`config.mk`:
```
export PLATFORM = sky130hd
export DESIGN_NAME = baud_gen_frac
export DESIGN_NICKNAME = d
export VERILOG_FILES = /design/src/rtl/uart_pkg.sv /design/src/rtl/baud_frac_acc.sv /design/src/rtl/baud_gen_frac.sv
export SDC_FILE = /design/constraint.sdc
export NUM_CORES = 1
export LEC_CHECK = 0
export ABC_AREA = 1
export CAP_MARGIN = 20
export CELL_PAD_IN_SITES_DETAIL_PLACEMENT = 1
export CELL_PAD_IN_SITES_GLOBAL_PLACEMENT = 1
export CORE_ASPECT_RATIO = 0.7
export CORE_MARGIN = 2
export CORE_UTILIZATION = 25
export DETAILED_ROUTE_END_ITERATION = 10
export DONT_BUFFER_PORTS = 1
export PLACE_DENSITY_LB_ADDON = 0.1
export SYNTH_ARGS = -nofsm -noshare
export SYNTH_HDL_FRONTEND = slang
export SYNTH_SLANG_ARGS = --single-unit
export TNS_END_PERCENT = 100
```
`constraint.sdc`:
```
create_clock -name clk -period 3.4 [get_ports clk]
set_clock_uncertainty 0.05 [all_clocks]
set_input_delay 1.02 -clock clk [delete_from_list [all_inputs] [get_ports clk]]
set_output_delay 1.02 -clock clk [all_outputs]
set_load 0.005 [all_outputs]
```
`src/rtl/uart_pkg.sv`:
```
// Shared UART constants and helpers: default clocking, the reset-divisor
// rounding function and the oversample-counter width.
package uart_pkg;

  localparam int DEF_CLK_FREQ   = 50_000_000;
  localparam int DEF_BAUD_RATE  = 9600;
  localparam int DEF_OVERSAMPLE = 16;

  function automatic int os_cnt_width(input int oversample);
    return (oversample > 1) ? $clog2(oversample) : 1;
  endfunction

  localparam int OS_CNT_W = os_cnt_width(DEF_OVERSAMPLE);

  // Rounded clk_freq * 2^frac_w / (baud_rate * oversample).
  function automatic logic [63:0] reset_divisor(input int clk_freq,
                                                input int baud_rate,
                                                input int oversample,
                                                input int frac_w);
    logic [63:0] num;
    logic [63:0] den;
    num = 64'(clk_freq) << frac_w;
    den = 64'(baud_rate) * 64'(oversample);
    return (num + (den >> 1)) / den;
  endfunction

endpackage

```
`src/rtl/baud_frac_acc.sv`:
```
// Fractional accumulator step for baud_gen_frac: adds the fractional divisor
// to the running remainder and reports the carry that stretches a period.
module baud_frac_acc #(
  parameter int FRAC_W = 4
) (
  input  logic [FRAC_W-1:0] acc,
  input  logic [FRAC_W-1:0] frac,
  output logic              carry,
  output logic [FRAC_W-1:0] acc_next
);

  logic [FRAC_W:0] sum;

  assign sum      = {1'b0, acc} + {1'b0, frac};
  assign carry    = sum[FRAC_W];
  assign acc_next = sum[FRAC_W-1:0];

endmodule

```
`src/rtl/baud_gen_frac.sv`:
```
// Fractional-N baud generator: oversample, mid-bit and bit ticks from clk.
// Define BAUD_GEN_FRAC_EN to enable fractional accumulation.
module baud_gen_frac
  import uart_pkg::*;
#(
  parameter int CLK_FREQ   = DEF_CLK_FREQ,
  parameter int BAUD_RATE  = DEF_BAUD_RATE,
  parameter int OVERSAMPLE = DEF_OVERSAMPLE,
  parameter int INT_W      = 16,
  parameter int FRAC_W     = 4
) (
  input  logic              clk,
  input  logic              reset_n,
  input  logic              en,
  input  logic              restart,
  input  logic              div_wr,
  input  logic [INT_W-1:0]  div_int_in,
  input  logic [FRAC_W-1:0] div_frac_in,
  output logic [INT_W-1:0]  div_int,
  output logic [FRAC_W-1:0] div_frac,
  output logic              div_pending,
  output logic              os_tick,
  output logic              mid_tick,
  output logic              bit_tick
);

  localparam int OS_W = os_cnt_width(OVERSAMPLE);
`ifdef BAUD_GEN_FRAC_EN
  localparam int FRAC_SH = FRAC_W;
`else
  localparam int FRAC_SH = 0;
`endif
  localparam logic [63:0]      RST_DIV = reset_divisor(CLK_FREQ, BAUD_RATE, OVERSAMPLE, FRAC_SH);
  localparam logic [INT_W-1:0] RST_INT = INT_W'(RST_DIV >> FRAC_SH);
  localparam logic [OS_W-1:0]  OS_LAST = OS_W'(OVERSAMPLE - 1);
  localparam logic [OS_W-1:0]  OS_MID  = OS_W'(OVERSAMPLE / 2 - 1);
  localparam logic [INT_W:0]   ONE     = (INT_W + 1)'(1);

  logic [INT_W:0]     cyc_cnt;
  logic [INT_W:0]     cur_period;
  logic [OS_W-1:0]    os_cnt;
  logic [INT_W-1:0]   shadow_int;
  logic [INT_W-1:0]   apply_int;
  logic [INT_W-1:0]   restart_int;
  logic               boundary;
  logic               period_carry;

  // NOTE: every combinational output gets a default at the top of the block,
  // so no path through it can leave a value unassigned and infer a latch.
  always_comb begin
    apply_int   = div_pending ? shadow_int : div_int;
    restart_int = div_wr ? div_int_in : apply_int;
    boundary    = (cyc_cnt == cur_period - ONE);
  end

`ifdef BAUD_GEN_FRAC_EN
  localparam logic [FRAC_W-1:0] RST_FRAC = FRAC_W'(RST_DIV);

  logic [FRAC_W-1:0] frac_acc;
  logic [FRAC_W-1:0] shadow_frac;
  logic [FRAC_W-1:0] apply_frac;
  logic [FRAC_W-1:0] restart_frac;
  logic [FRAC_W-1:0] acc_next;

  always_comb begin
    apply_frac   = div_pending ? shadow_frac : div_frac;
    restart_frac = div_wr ? div_frac_in : apply_frac;
  end

  // The carry is taken against the divisor that becomes active at this boundary.
  baud_frac_acc #(.FRAC_W(FRAC_W)) u_frac_acc (
    .acc      (frac_acc),
    .frac     (apply_frac),
    .carry    (period_carry),
    .acc_next (acc_next)
  );
`else
  logic unused_frac_in;

  assign period_carry   = 1'b0;
  assign div_frac       = '0;
  assign unused_frac_in = ^div_frac_in;
`endif

  // NOTE: sequential state uses non-blocking assignments only, so every
  // register samples the pre-edge values regardless of statement order.
  always_ff @(posedge clk or negedge reset_n) begin
    if (!reset_n) begin
      cyc_cnt     <= '0;
      cur_period  <= {1'b0, RST_INT};
      os_cnt      <= '0;
      div_int     <= RST_INT;
      shadow_int  <= RST_INT;
      div_pending <= 1'b0;
      os_tick     <= 1'b0;
      mid_tick    <= 1'b0;
      bit_tick    <= 1'b0;
`ifdef BAUD_GEN_FRAC_EN
      frac_acc    <= '0;
      div_frac    <= RST_FRAC;
      shadow_frac <= RST_FRAC;
`endif
    end else begin
      os_tick  <= 1'b0;
      mid_tick <= 1'b0;
      bit_tick <= 1'b0;
      if (restart) begin
        cyc_cnt     <= '0;
        os_cnt      <= '0;
        div_pending <= 1'b0;
        div_int     <= restart_int;
        shadow_int  <= restart_int;
        cur_period  <= {1'b0, restart_int};
`ifdef BAUD_GEN_FRAC_EN
        frac_acc    <= '0;
        div_frac    <= restart_frac;
        shadow_frac <= restart_frac;
`endif
      end else begin
        if (div_wr) begin
          shadow_int  <= div_int_in;
          div_pending <= 1'b1;
`ifdef BAUD_GEN_FRAC_EN
          shadow_frac <= div_frac_in;
`endif
        end
        if (div_int == '0) begin
          // Halted: only a pending divisor can wake the generator, even with en low.
          if (div_pending) begin
            div_int    <= shadow_int;
            cur_period <= {1'b0, shadow_int};
`ifdef BAUD_GEN_FRAC_EN
            div_frac   <= shadow_frac;
`endif
            if (!div_wr) div_pending <= 1'b0;
          end
        end else if (en) begin
          if (boundary) begin
            cyc_cnt    <= '0;
            os_tick    <= 1'b1;
            mid_tick   <= (os_cnt == OS_MID);
            bit_tick   <= (os_cnt == OS_LAST);
            os_cnt     <= (os_cnt == OS_LAST) ? '0 : os_cnt + 1'b1;
            div_int    <= apply_int;
            cur_period <= {1'b0, apply_int} + {{INT_W{1'b0}}, period_carry};
`ifdef BAUD_GEN_FRAC_EN
            div_frac   <= apply_frac;
            frac_acc   <= acc_next;
`endif
            if (!div_wr) div_pending <= 1'b0;
          end else begin
            cyc_cnt <= cyc_cnt + ONE;
          end
        end
      end
    end
  end

endmodule

```
Word level (Yosys, flattened, before mapping) --
Index checks and enable logic that the tools add are counted. Widths: inputs -> output; s select.
Word-level totals: bits in registers 74, output and inout bits 24, input port bits 25
Operators by class: multiplexer cells 41, add/subtract/negate cells 3, reductions and logical operators 10, equal/unequal tests 5
Operators by type and width (number):
- $mux 17 | 9
- $mux 16 | 8
- $mux 4 | 5
- $mux 1 | 19
- $add 17x1->17 const B | 1
- $eq 17x17->1 | 1
- $sub 17x1->17 const B | 1
- $logic_not 16->1 | 1
- $reduce_and 3->1 | 2
- $reduce_bool 2->1 | 3
- $reduce_bool 3->1 | 2
- $add 4x1->4 const B | 1
- $eq 4x3->1 const B | 1
- $eq 4x4->1 const B | 1
- $reduce_and 2->1 | 2
- $ne 3x3->1 const B | 1
- $ne 2x2->1 const B | 1

Depth between registers and ports, before layout --
Gate-level depths: netlist (run 1).
depth after elaboration 6, mapped depth 19, gate-level depth less buffers 18

Worst setup path after synthesis (run 1) --
OpenSTA, ideal clock, no wires.
path kind input-to-reg, start input port restart, end register os_cnt[0], data arrival time 2.053 ns, stages on the path 5, setup slack 1.214 ns, data required time 3.267 ns, library setup time 0.083 ns, cells stage by stage clkinv_1 > clkbuf_1 > nand2_1 > or2_2 > o21ai_0
On the way: longest elaborated chain between the ends 2
Ends and longest elaborated chain:
- from (decl) | line baud_gen_frac.sv:15 | input logic restart,
- $ne 2x2->1 (no source line) / $reduce_bool 2->1 (equally long branches)
- $reduce_and 3->1 (no source line)
- to (signal assigned) | line baud_gen_frac.sv:143 | os_cnt <= (os_cnt == OS_LAST) ? '0 : os_cnt + 1'b1;
- to (decl) | line baud_gen_frac.sv:41 | logic [OS_W-1:0] os_cnt;
Parallel ways exist; a longest one is shown, timed or not. A chain may end at the register's enable or synchronous reset.

Worst setup path after layout (run 1) --
start register cur_period[0], end register cur_period[9]
On the way: longest elaborated chain between the ends 4
Ends and longest elaborated chain:
- from (decl) | line baud_gen_frac.sv:40 | logic [INT_W:0] cur_period;
- from (signal assigned) | line baud_gen_frac.sv:90 | cur_period <= {1'b0, RST_INT};
- from (signal assigned) | line baud_gen_frac.sv:113 | cur_period <= {1'b0, restart_int};
- from (signal assigned) | line baud_gen_frac.sv:131 | cur_period <= {1'b0, shadow_int};
- $sub 17x1->17 | line baud_gen_frac.sv:53 | boundary = (cyc_cnt == cur_period - ONE);
- $eq 17x17->1 | line baud_gen_frac.sv:53
- $reduce_bool 3->1 (no source line)
- $reduce_and 3->1 (no source line)
Every way passes these cells.

==> impl_metrics.prom, run 1 <==
# TYPE chip_impl_metric gauge
chip_impl_info{name="yosys_most_used_dff",value="dfrtp_1"} 1
chip_impl_info{name="critical-path-top-cell-by-count",value="nand2_1"} 1
chip_impl_metric{name="postCtsResizedCells",unit=""} 0
chip_impl_metric{name="proportion_of_layout_cells_with_a_drive_suffix_above_1",unit="%"} 8.59
chip_impl_metric{name="maxCapViolations",unit=""} 0
chip_impl_metric{name="floorplan.initialDensity",unit="%"} 25.4
chip_impl_metric{name="vias",unit=""} 3711
chip_impl_info{name="type_of_origin_of_the_critical_path",value="flop"} 1
chip_impl_metric{name="placed_area",unit="sq um"} 4550
chip_impl_metric{name="groute.usage.overall",unit="%"} 14.4
chip_impl_metric{name="synth.distinct_cells",unit=""} 32
chip_impl_info{name="synthTopCellsByArea",value="dfrtp_1 (35%), nand2_1 (19%), o21ai_0 (7.6%), dfstp_2 (7.3%), inv_1 (4.8%)"} 1
chip_impl_metric{name="worst_hold_slack_after_final_layout",unit="ns"} 0.317
chip_impl_metric{name="dr.pass1.iters",unit=""} 4
chip_impl_metric{name="worst_ep_required_time",unit="ns"} 3.57
chip_impl_metric{name="relative_slew_margins",unit="%"} 27.7
chip_impl_metric{name="postRouteAntennaNets",unit=""} 0
chip_impl_metric{name="drc_errors",unit=""} 0
chip_impl_metric{name="grt_first_pass_wirelength",unit="microns"} 20800
chip_impl_metric{name="max-clock-path-buffers",unit=""} 2
chip_impl_metric{name="mappedNetlistArea",unit="sq um"} 4340
chip_impl_info{name="hold_path.class",value="in2async"} 1
chip_impl_metric{name="num_antenna_cells",unit=""} 0
chip_impl_metric{name="final.min_clock_period",unit="ns"} 2.83
chip_impl_metric{name="first_global_vias",unit=""} 4013
chip_impl_metric{name="final_cell_area",unit="sq um"} 4860
chip_impl_info{name="outcome",value="finished clean"} 1
chip_impl_metric{name="synth.yosys.seq_area_share",unit="%"} 42.5
chip_impl_metric{name="grt.overflow.total",unit=""} 0
chip_impl_metric{name="area.sequential",unit="sq um"} 1840
chip_impl_metric{name="worst_setup_hold_path_clk_slew",unit="ns"} 0.07
chip_impl_metric{name="p_total",unit="W"} 0.00254
chip_impl_metric{name="timing_max_transition_violations_final",unit=""} 0
chip_impl_metric{name="dp.final_hpwl",unit="microns"} 8980
chip_impl_metric{name="slowest_delay",unit="ns"} 0.41
chip_impl_metric{name="critical_path_arrival",unit="ns"} 3.01
chip_impl_metric{name="floorplan.die.height",unit="microns"} 114
chip_impl_metric{name="grt_start_max_net_pins",unit=""} 74
chip_impl_metric{name="fmax",unit="MHz"} 353
chip_impl_metric{name="clock_tree.htree_level_count",unit=""} 3
chip_impl_metric{name="final_net_count",unit=""} 617
chip_impl_metric{name="holdBufCountCts",unit=""} 0
chip_impl_metric{name="fraction_of_synthesized_cell_area_taken_by_the_top_area_cell_type",unit="%"} 35.2
chip_impl_metric{name="design.die.area",unit="sq um"} 18400
chip_impl_info{name="path_class",value="reg2reg"} 1
chip_impl_metric{name="irDropWorstVdd",unit="mV"} 0.240
chip_impl_metric{name="clock_sinks",unit=""} 73
chip_impl_metric{name="syn_to_final_growth",unit="%"} 12.1
chip_impl_metric{name="syn_avg_cell_area",unit="sq um"} 7.30
chip_impl_metric{name="core_region_area",unit="sq um"} 17100
chip_impl_info{name="yosys.area.top_type",value="dfrtp_1"} 1
chip_impl_metric{name="fillers",unit=""} 2060
chip_impl_metric{name="count_of_flip_flops_with_a_built_in_enable_after_synthesis",unit=""} 0
chip_impl_metric{name="grt_antenna_before_repair",unit=""} 0
chip_impl_metric{name="postSynthCellCount",unit=""} 594
chip_impl_metric{name="avgViaCountPerCell",unit=""} 4.50
chip_impl_metric{name="multi_input_area",unit="sq um"} 2170
chip_impl_metric{name="cts_bufs_inserted",unit=""} 9
chip_impl_metric{name="routed_wire_length_per_instance",unit="microns"} 14.9
chip_impl_metric{name="row_count",unit=""} 40
chip_impl_metric{name="worst-slew-pin-transition",unit="ns"} 1.08
chip_impl_metric{name="p_per_area",unit="nW/um^2"} 523
chip_impl_metric{name="die_x",unit="microns"} 161
chip_impl_metric{name="number_of_drc_violations_after_detailed_routing_iteration_0",unit=""} 163
chip_impl_metric{name="final-setup-viol-count",unit=""} 0
chip_impl_metric{name="yosys_register_bits",unit=""} 73
chip_impl_metric{name="globalplace.congestion",unit=""} 0.754
chip_impl_metric{name="post_route_fraction_of_the_period_consumed_by_the_critical_path",unit="%"} 83.4
chip_impl_metric{name="post-cts-setup-buffer-count",unit=""} 0
chip_impl_metric{name="worst-path-buf-inv",unit=""} 1
chip_impl_info{name="critical-path-top-delay-family",value="simple AND/OR/NAND/NOR gates"} 1
chip_impl_metric{name="power.leakage",unit="nW"} 2.28
chip_impl_info{name="slowest_stage",value="dfrtp_1"} 1
chip_impl_info{name="root_buffer",value="clkbuf_16"} 1
chip_impl_info{name="critical_path.cell_chain",value="inv_1, ha_1, nand2_1, nor2_1, nand2_1, nand2_1, nand2_1, nor2_1, nand2_1, nor2_1, nand2_1, nor2_4, nand3_2, nand2_4, nand2_4, nand2_1, nand2_1"} 1
chip_impl_metric{name="ys_async_sr_fraction",unit="%"} 100
chip_impl_metric{name="insertion_delay",unit="ns"} 0.34
chip_impl_metric{name="numPortBuffers",unit=""} 0
chip_impl_metric{name="io_pins",unit=""} 49
chip_impl_metric{name="max_fo_critical_path",unit=""} 33
chip_impl_info{name="rsz0062_at_grt",value="no"} 1
chip_impl_metric{name="final_wl",unit="microns"} 12300
chip_impl_metric{name="synth_warnings",unit=""} 0
chip_impl_info{name="setup.worst_path.end_class",value="flop"} 1
chip_impl_metric{name="final_layout_setup_total_negative_slack",unit="ns"} 0
chip_impl_info{name="tritoncts",value="yes"} 1
chip_impl_metric{name="hold_viol",unit=""} 0
Yosys cell counts (2+ instances only):
library cell and number:
nor2_1 41, inv_1 55, buf_2 2, nand2_1 215, buf_4 5, xor2_1 17
a21oi_1 11, ha_1 3, o21ai_0 66, dfrtp_1 61, nand3_1 18, nand4_1 9
nand2_4 2, nor3_1 5, nand2_2 5, dfstp_2 12, buf_1 3, clkbuf_1 11
nand3b_1 4, buf_6 2, xnor2_1 9, nor2_2 6, nor2_4 3, o21ai_1 4
clkinv_1 3, mux2i_1 16
worst register-to-register path: stages (launching register included):
cell,delay (ns)
dfrtp_1,0.41
inv_1,0.15
ha_1,0.28
nand2_1,0.08
nor2_1,0.17
nand2_1,0.07
nand2_1,0.08
nand2_1,0.05
nor2_1,0.16
nand2_1,0.07
nor2_1,0.12
nand2_1,0.10
nor2_4,0.13
nand3_2,0.11
nand2_4,0.31
nand2_4,0.22
nand2_1,0.11
nand2_1,0.05
metrics by stage:
| step | setup WS [ns] | std cells | util, % |
|---|---|---|---|
| after floorplan | 1.21 | 597 | - |
| after global placement | 0.563 | 809 | 26.6 |
| after detailed placement | 0.520 | 809 | 26.6 |
| after CTS | 0.503 | 825 | 28.5 |
| after global routing | 0.155 | 825 | 28.5 |
| final | 0.565 | 825 | 28.5 |
routing by layer:
metal	vias to the layer above	share of wire, %	track usage (%)
met2	41	43	22.5
met3	9	3.8	3.77
met4	0	0.73	3.33
li1	1855	-	-
met5	-	0	0
met1	1806	52	20.0
sequential cells by signal, summed over array words and instances, names as in the netlist:
signal and cells:
bit_tick 1, div_pending 1, shadow_int 16, os_tick 1
cyc_cnt 17, mid_tick 1, cur_period 16, div_int 16
os_cnt 4
report_power, final:
group	internal, W	leakage (nW)	switching, W
logic	0.000148	1.23	0.000284
clock network	0.000641	0.156	0.000390
registers	0.000982	0.898	0.0000968
placed cells by master, fill, tap and decap left out:
cell,netlist,final
o21ai_0,66,66
or2_2,1,1
clkinv_1,3,3
clkinv_2,0,3
dfrtp_1,61,61
conb_1,1,4
nand2_4,2,2
a21oi_1,11,11
nor2_1,41,40
mux2i_1,16,16
o22ai_1,1,1
nand3_2,1,1
dfstp_2,12,12
xor2_1,17,17
o21ai_1,4,4
clkbuf_16,0,9
inv_1,55,55
ha_1,3,3
nand4_1,9,9
clkbuf_1,11,1
nand3b_1,4,4
inv_2,1,1
nor3_1,5,5
nor2_2,6,7
clkinv_4,0,1
bufinv_16,0,2
buf_4,5,4
o21bai_1,1,1
xnor2_1,9,9
nand2_2,5,5
nand3_1,18,18
nand2_1,215,215
nor2_4,3,3
worst paths after layout:
check                                           startpoint  cells past startpoint  slack (ns)                          to
worst max-delay path             cur_period[0]$_DFFE_PN0P_                     17        0.57   cur_period[9]$_DFFE_PN0P_
worst min-delay path                               reset_n                      0        0.32  shadow_int[11]$_DFFE_PN0P_
worst max register to register   cur_period[0]$_DFFE_PN0P_                     17        0.57   cur_period[9]$_DFFE_PN0P_
worst min register to register  shadow_int[11]$_DFFE_PN0P_                      2        0.43  shadow_int[11]$_DFFE_PN0P_
max in group asynchronous                          reset_n                      0        2.76   cur_period[6]$_DFFE_PN1P_
min in group clk                shadow_int[11]$_DFFE_PN0P_                      2        0.43  shadow_int[11]$_DFFE_PN0P_
area by class of cell:
cell class / count / area share, %
Timing Repair Buffer: 4 / 0.618
Clock buffer: 10 / 4.71
Clock inverter: 6 / 1.72
Inverter: 59 / 4.56
Multi-Input combinational cell: 442 / 44.6
Tap cell: 231 / 5.95
Sequential cell: 73 / 37.9
logic make-up (layout without fill, tap and decap cells):
family | after synthesis | in the layout | share of synthesized area [%]
compound gates | 83 | 83 | 9.66
xor+xnor | 26 | 26 | 5.25
fa+ha+maj | 3 | 3 | 0.865
buf+inv | 82 | 79 | 7.93
flops | 73 | 73 | 42.5
mux | 16 | 16 | 3.69
other cells | 1 | 4 | 0.0864
simple gates | 310 | 310 | 30.1
No activity file was read; power rests on OpenSTA's default activity.
==> inputs of run 2 (changes only) <==
clock period = 2.35 ns   (was 3.4 ns; I/O delays follow)
==> run 2 against run 1 <==
The flow now finishes with violations (negative setup slack). Non-clock buffer count increased by 28. Cell area increased by 11%. Sequential share of layout area decreased by 3.8 points. Total power increased by 55%. Flip-flop and latch count unchanged. Die area unchanged. Critical endpoint is now cyc_cnt[9]$_DFFE_PN0P_.
==> impl_metrics.prom, run 2 (synthesized netlist as in run 1, its figures left out) <==
# TYPE chip_impl_metric gauge
chip_impl_metric{name="grt.overflow.total",unit=""} 0
chip_impl_metric{name="placed_area",unit="sq um"} 4750
chip_impl_metric{name="multi_input_area",unit="sq um"} 2380
chip_impl_info{name="setup.worst_path.end_class",value="flop"} 1
chip_impl_metric{name="area.sequential",unit="sq um"} 1840
chip_impl_info{name="crit_path_start",value="cur_period[0]$_DFFE_PN0P_"} 1
chip_impl_info{name="endpoint",value="cyc_cnt[9]$_DFFE_PN0P_"} 1
chip_impl_metric{name="final_net_count",unit=""} 645
chip_impl_info{name="root_buffer",value="clkbuf_16"} 1
chip_impl_metric{name="design.die.area",unit="sq um"} 18400
chip_impl_metric{name="grt_start_max_net_pins",unit=""} 62
chip_impl_metric{name="routed_wire_length_per_instance",unit="microns"} 15.4
chip_impl_metric{name="max-clock-path-buffers",unit=""} 2
chip_impl_metric{name="groute.usage.overall",unit="%"} 15.4
chip_impl_metric{name="num_antenna_cells",unit=""} 0
chip_impl_metric{name="p_total",unit="W"} 0.00394
chip_impl_info{name="layout_commonest_cell",value="nand2_1"} 1
chip_impl_metric{name="io_pins",unit=""} 49
chip_impl_metric{name="power.leakage",unit="nW"} 2.53
chip_impl_metric{name="core_region_area",unit="sq um"} 17100
chip_impl_info{name="regToRegStartpoint",value="cur_period[0]$_DFFE_PN0P_"} 1
chip_impl_metric{name="final_wl",unit="microns"} 13200
chip_impl_metric{name="fmax",unit="MHz"} 410
chip_impl_metric{name="maxCapViolations",unit=""} 0
chip_impl_metric{name="syn_to_final_growth",unit="%"} 24.4
chip_impl_metric{name="globalplace.congestion",unit=""} 0.785
chip_impl_info{name="violations_in_the_final_reports",value="negative setup slack"} 1
chip_impl_info{name="registers.top_by_ff_count",value="cyc_cnt"} 1
chip_impl_info{name="type_of_origin_of_the_critical_path",value="flop"} 1
chip_impl_metric{name="first_global_vias",unit=""} 4169
chip_impl_metric{name="final-setup-viol-count",unit=""} 53
chip_impl_metric{name="dr.pass1.iters",unit=""} 4
chip_impl_metric{name="setup.reg_to_reg.worst_slack",unit="ns"} -0.09
chip_impl_info{name="rsz0062_at_grt",value="yes"} 1
chip_impl_metric{name="timing_max_transition_violations_final",unit=""} 0
chip_impl_metric{name="row_count",unit=""} 40
chip_impl_metric{name="drc_errors",unit=""} 0
chip_impl_metric{name="post_route_fraction_of_the_period_consumed_by_the_critical_path",unit="%"} 104
chip_impl_info{name="tritoncts",value="yes"} 1
chip_impl_metric{name="final_cell_area",unit="sq um"} 5400
chip_impl_metric{name="cts_bufs_inserted",unit=""} 9
chip_impl_metric{name="insertion_delay",unit="ns"} 0.34
chip_impl_metric{name="proportion_of_layout_cells_with_a_drive_suffix_above_1",unit="%"} 18.5
chip_impl_metric{name="number_of_drc_violations_after_detailed_routing_iteration_0",unit=""} 182
chip_impl_metric{name="irDropWorstVdd",unit="mV"} 0.285
chip_impl_metric{name="floorplan.initialDensity",unit="%"} 25.4
chip_impl_metric{name="clock_sinks",unit=""} 73
chip_impl_metric{name="postRouteAntennaNets",unit=""} 0
chip_impl_metric{name="critical_path_arrival",unit="ns"} 2.66
chip_impl_metric{name="die_x",unit="microns"} 161
chip_impl_metric{name="fillers",unit=""} 2034
chip_impl_metric{name="avgViaCountPerCell",unit=""} 4.45
chip_impl_info{name="outcome",value="complete, but fails checks"} 1
chip_impl_metric{name="final.min_clock_period",unit="ns"} 2.44
chip_impl_metric{name="max_fo_critical_path",unit=""} 9
chip_impl_metric{name="hold_viol",unit=""} 0
chip_impl_metric{name="numPortBuffers",unit=""} 0
chip_impl_metric{name="vias",unit=""} 3796
chip_impl_metric{name="p_per_area",unit="nW/um^2"} 730
chip_impl_metric{name="reg2reg_depth",unit=""} 16
chip_impl_metric{name="postLayoutSetupSlackWorst",unit="ns"} -0.0890
chip_impl_metric{name="dp.final_hpwl",unit="microns"} 9280
chip_impl_metric{name="worst_setup_hold_path_clk_slew",unit="ns"} 0.06
chip_impl_metric{name="dp_slack",unit="ns"} -0.172
chip_impl_metric{name="grt_first_pass_wirelength",unit="microns"} 21900
chip_impl_metric{name="floorplan.die.height",unit="microns"} 114
chip_impl_metric{name="largest_register_ff_count",unit=""} 17
chip_impl_metric{name="worst_ep_required_time",unit="ns"} 2.57
chip_impl_info{name="regToRegEndpoint",value="cyc_cnt[9]$_DFFE_PN0P_"} 1
chip_impl_metric{name="clock_tree.htree_level_count",unit=""} 3
chip_impl_info{name="most-common-layout-cells",value="nand2_1 (194), dfrtp_1 (61), inv_1 (53), o21ai_0 (51), nor2_1 (39)"} 1
chip_impl_metric{name="grt_antenna_before_repair",unit=""} 0
chip_impl_info{name="path_class",value="reg2reg"} 1
chip_impl_info{name="hold_path.class",value="in2async"} 1
run 2: repair_timing:
| action | in CTS | in global routing |
|---|---|---|
| gates resized for setup | 32 | 47 |
| setup endpoints to repair | 54 | 57 |
| setup buffers | 5 | 1 |
| gates cloned | 1 | 1 |
| pin swaps | 7 | 17 |
| hold buffers | 1 | 0 |
| endpoints found under the hold margin | 61 | 0 |
run 2: where the power goes:
part / switching [W] / leakage [nW] / internal, W
logic: 0.000508 / 1.47 / 0.000309
clock network: 0.000598 / 0.159 / 0.000964
registers: 0.000140 / 0.898 / 0.00142
run 2: worst min path at each step:
| stage | endpoint | cells after the start | slack, ns |
|---|---|---|---|
| 3_3_place_gp | shadow_int[10]$_DFFE_PN0P_ | 0 | 0.36 |
| 4_1_cts | shadow_int[8]$_DFFE_PN1P_ | 0 | 0.13 |
| 3_5_place_dp | shadow_int[10]$_DFFE_PN0P_ | 0 | 0.36 |
| 5_1_grt | shadow_int[8]$_DFFE_PN1P_ | 0 | 0.12 |
| 2_1_floorplan | bit_tick$_DFF_PN0_ | 0 | 0.36 |
| 6_report | shadow_int[8]$_DFFE_PN1P_ | 0 | 0.15 |
run 2: routing by layer:
metal | wire length, microns | track usage, % | up-vias
met3 | 424 | 3.84 | 14
met4 | 170 | 4.35 | 0
met5 | 0 | 0 | -
li1 | - | - | 1911
met2 | 5690 | 23.9 | 42
met1 | 6870 | 21.3 | 1829
run 2: cell type report:
| type | instances | share of cell area, % |
|---|---|---|
| multi-input cells | 442 | 44.1 |
| flip-flops and latches | 73 | 34.1 |
| repair buffers | 32 | 6.17 |
| well taps | 231 | 5.36 |
| clock buffers | 10 | 4.43 |
| inverters | 59 | 4.10 |
| clock inverters | 6 | 1.67 |
run 2: worst max-delay path, cell delays in order (launching register included):
cell and delay, ns:
dfrtp_1 0.38, inv_1 0.13, ha_4 0.18, nand2_1 0.08, buf_4 0.15, nor2_4 0.18, nand2_1 0.13, xor2_2 0.16
nor2_1 0.05, nand2_1 0.11, nor2_4 0.06, buf_6 0.12, nand2_4 0.09, nand2_8 0.08, nor2_4 0.25, nand2_1 0.08
nand2_1 0.08
run 2: per-stage QoR:
stage          TNS, ns  cells  hold WS, ns  util, %
2_1_floorplan        0    597        0.359        -
3_3_place_gp     -5.59    832        0.362     27.8
3_5_place_dp     -5.88    832        0.362     27.8
4_1_cts          -5.08    855        0.129     30.8
5_1_grt         -17.53    853        0.125     31.6
6_report         -2.41    853        0.149     31.6
==> inputs of run 3 (changes only) <==
CORE_UTILIZATION = 42   (was 25)
SKIP_CTS_REPAIR_TIMING = 1   (was not set)
==> run 3 against run 2 <==
The flow still finishes with violations (negative setup slack). Setup slack lost 0.028 ns. Flip-flop and latch count is the same. Wire length shrank 1.6%. Via count grew 5.4%. Non-clock buffer count shrank 4. Global-route usage grew 6.9 points. First-iteration DRC count grew 16%. Total power shrank 5.2%.
==> impl_metrics.prom, run 3 (synthesized netlist as in run 1, its figures left out) <==
# TYPE chip_impl_metric gauge
chip_impl_info{name="most-common-layout-cells",value="nand2_1 (181), dfrtp_1 (61), inv_1 (53), o21ai_0 (51), nor2_1 (40)"} 1
chip_impl_info{name="outcome",value="complete, but fails checks"} 1
chip_impl_metric{name="final_wl",unit="microns"} 12900
chip_impl_metric{name="clock_tree.htree_level_count",unit=""} 3
chip_impl_metric{name="grt.overflow.total",unit=""} 0
chip_impl_info{name="registers.top_by_ff_count",value="cyc_cnt"} 1
chip_impl_metric{name="postLayoutSetupSlackWorst",unit="ns"} -0.117
chip_impl_metric{name="floorplan.die.height",unit="microns"} 89.0
chip_impl_metric{name="drc_errors",unit=""} 0
chip_impl_metric{name="insertion_delay",unit="ns"} 0.34
chip_impl_info{name="tritoncts",value="yes"} 1
chip_impl_metric{name="num_antenna_cells",unit=""} 0
chip_impl_info{name="setup.worst_path.end_class",value="flop"} 1
chip_impl_metric{name="dp.final_hpwl",unit="microns"} 8500
chip_impl_metric{name="fillers",unit=""} 1195
chip_impl_metric{name="die_x",unit="microns"} 125
chip_impl_metric{name="post_route_fraction_of_the_period_consumed_by_the_critical_path",unit="%"} 105
chip_impl_metric{name="final.min_clock_period",unit="ns"} 2.47
chip_impl_info{name="type_of_origin_of_the_critical_path",value="flop"} 1
chip_impl_metric{name="timing_max_transition_violations_final",unit=""} 0
chip_impl_metric{name="proportion_of_layout_cells_with_a_drive_suffix_above_1",unit="%"} 21.5
chip_impl_metric{name="floorplan.initialDensity",unit="%"} 43.9
chip_impl_info{name="regToRegStartpoint",value="cur_period[1]$_DFFE_PN1P_"} 1
chip_impl_metric{name="groute.usage.overall",unit="%"} 22.3
chip_impl_metric{name="final_net_count",unit=""} 643
chip_impl_metric{name="row_count",unit=""} 30
chip_impl_metric{name="critical_path_arrival",unit="ns"} 2.64
chip_impl_info{name="violations_in_the_final_reports",value="negative setup slack"} 1
chip_impl_metric{name="routed_wire_length_per_instance",unit="microns"} 17.3
chip_impl_metric{name="globalplace.congestion",unit=""} 0.802
chip_impl_metric{name="p_total",unit="W"} 0.00373
chip_impl_metric{name="first_global_vias",unit=""} 4031
chip_impl_metric{name="grt_first_pass_wirelength",unit="microns"} 19800
chip_impl_info{name="hold_path.class",value="in2async"} 1
chip_impl_metric{name="final-setup-viol-count",unit=""} 53
chip_impl_metric{name="postRouteAntennaNets",unit=""} 0
chip_impl_metric{name="area.sequential",unit="sq um"} 1840
chip_impl_metric{name="avgViaCountPerCell",unit=""} 5.35
chip_impl_info{name="path_class",value="reg2reg"} 1
chip_impl_info{name="slowest_stage",value="dfstp_2"} 1
chip_impl_info{name="root_buffer",value="clkbuf_16"} 1
chip_impl_metric{name="slowest_delay",unit="ns"} 0.54
chip_impl_metric{name="power.leakage",unit="nW"} 2.50
chip_impl_metric{name="hold_viol",unit=""} 0
chip_impl_metric{name="p_per_area",unit="nW/um^2"} 708
chip_impl_metric{name="worst-path-buf-inv",unit=""} 2
chip_impl_metric{name="multi_input_area",unit="sq um"} 2460
chip_impl_metric{name="vias",unit=""} 4000
chip_impl_metric{name="io_pins",unit=""} 49
chip_impl_metric{name="max-clock-path-buffers",unit=""} 2
chip_impl_info{name="critical-path-top-delay-family",value="simple AND/OR/NAND/NOR gates"} 1
chip_impl_metric{name="final_util",unit="%"} 53.4
chip_impl_metric{name="grt_antenna_before_repair",unit=""} 0
chip_impl_metric{name="maxCapViolations",unit=""} 0
chip_impl_info{name="layout_commonest_cell",value="nand2_1"} 1
chip_impl_metric{name="worst_ep_required_time",unit="ns"} 2.53
chip_impl_metric{name="cts_bufs_inserted",unit=""} 9
chip_impl_info{name="critical_path.cell_chain",value="inv_2, ha_4, inv_2, nand2_2, nand2_1, nor2_1, nand3_1, nor2_2, nand2_1, nor2_1, nand2_1, nor2_4, nand3_4, nand2_8, nand2_8, nand2_2, nand2_2"} 1
chip_impl_metric{name="max_fo_critical_path",unit=""} 8
chip_impl_metric{name="largest_register_ff_count",unit=""} 17
chip_impl_metric{name="fmax",unit="MHz"} 405
chip_impl_metric{name="dr.pass1.iters",unit=""} 4
chip_impl_metric{name="core_region_area",unit="sq um"} 9870
chip_impl_metric{name="design.die.area",unit="sq um"} 11200
chip_impl_metric{name="irDropWorstVdd",unit="mV"} 0.362
chip_impl_info{name="rsz0062_at_grt",value="yes"} 1
chip_impl_metric{name="number_of_drc_violations_after_detailed_routing_iteration_0",unit=""} 211
chip_impl_metric{name="worst_setup_hold_path_clk_slew",unit="ns"} 0.06
chip_impl_info{name="crit_path_start",value="cur_period[1]$_DFFE_PN1P_"} 1
chip_impl_metric{name="numPortBuffers",unit=""} 0
chip_impl_metric{name="clock_sinks",unit=""} 73
chip_impl_metric{name="grt_start_max_net_pins",unit=""} 74
chip_impl_metric{name="syn_to_final_growth",unit="%"} 21.5
[run 3: where the power goes]
| group | internal, W | switching [W] |
|---|---|---|
| Sequential | 0.00142 | 0.000148 |
| Clock | 0.000778 | 0.000551 |
| Combinational | 0.000312 | 0.000524 |
| Total | 0.00251 | 0.00122 |
[run 3: layer usage]
metal,part of all wire (%),up-vias,GRT usage [%]
li1,-,1922,-
met1,47,2010,29.5
met2,48,61,37.8
met3,4.4,7,5.57
met4,0.50,0,4.75
met5,0,-,0
[run 3: cell type report]
cell class              count  area share [%]
clock buffers              13            4.94
inverters                  59            4.20
multi-input cells         444            46.7
well taps                 128            3.04
clock inverters             3           0.475
repair buffers             28            5.72
flip-flops and latches     73            34.9
[run 3: worst paths after layout]
check	endpoint	slack, ns	cells past startpoint
setup reg to reg	cur_period[14]$_DFFE_PN0P_	-0.12	17
setup / recovery	cur_period[14]$_DFFE_PN0P_	-0.12	17
hold / removal	cyc_cnt[5]$_DFFE_PN0P_	0.02	0
max in group asynchronous	cyc_cnt[15]$_DFFE_PN0P_	1.96	1
hold reg to reg	shadow_int[0]$_DFFE_PN0P_	0.44	2
min in group clk	div_pending$_DFF_PN0_	0.37	1
[run 3: per-stage QoR]
step	setup TNS (ns)	instances	area (sq um)	hold WS [ns]	setup WS [ns]
5_1_grt	-14.13	748	5270	0.000951	-0.308
3_3_place_gp	-1.06	724	4580	0.362	-0.0578
2_1_floorplan	0	597	4350	0.359	0.195
4_1_cts	-6.75	740	4860	-0.000659	-0.194
6_report	-4.21	748	5270	0.0203	-0.117
3_5_place_dp	-6.22	724	4580	0.362	-0.190
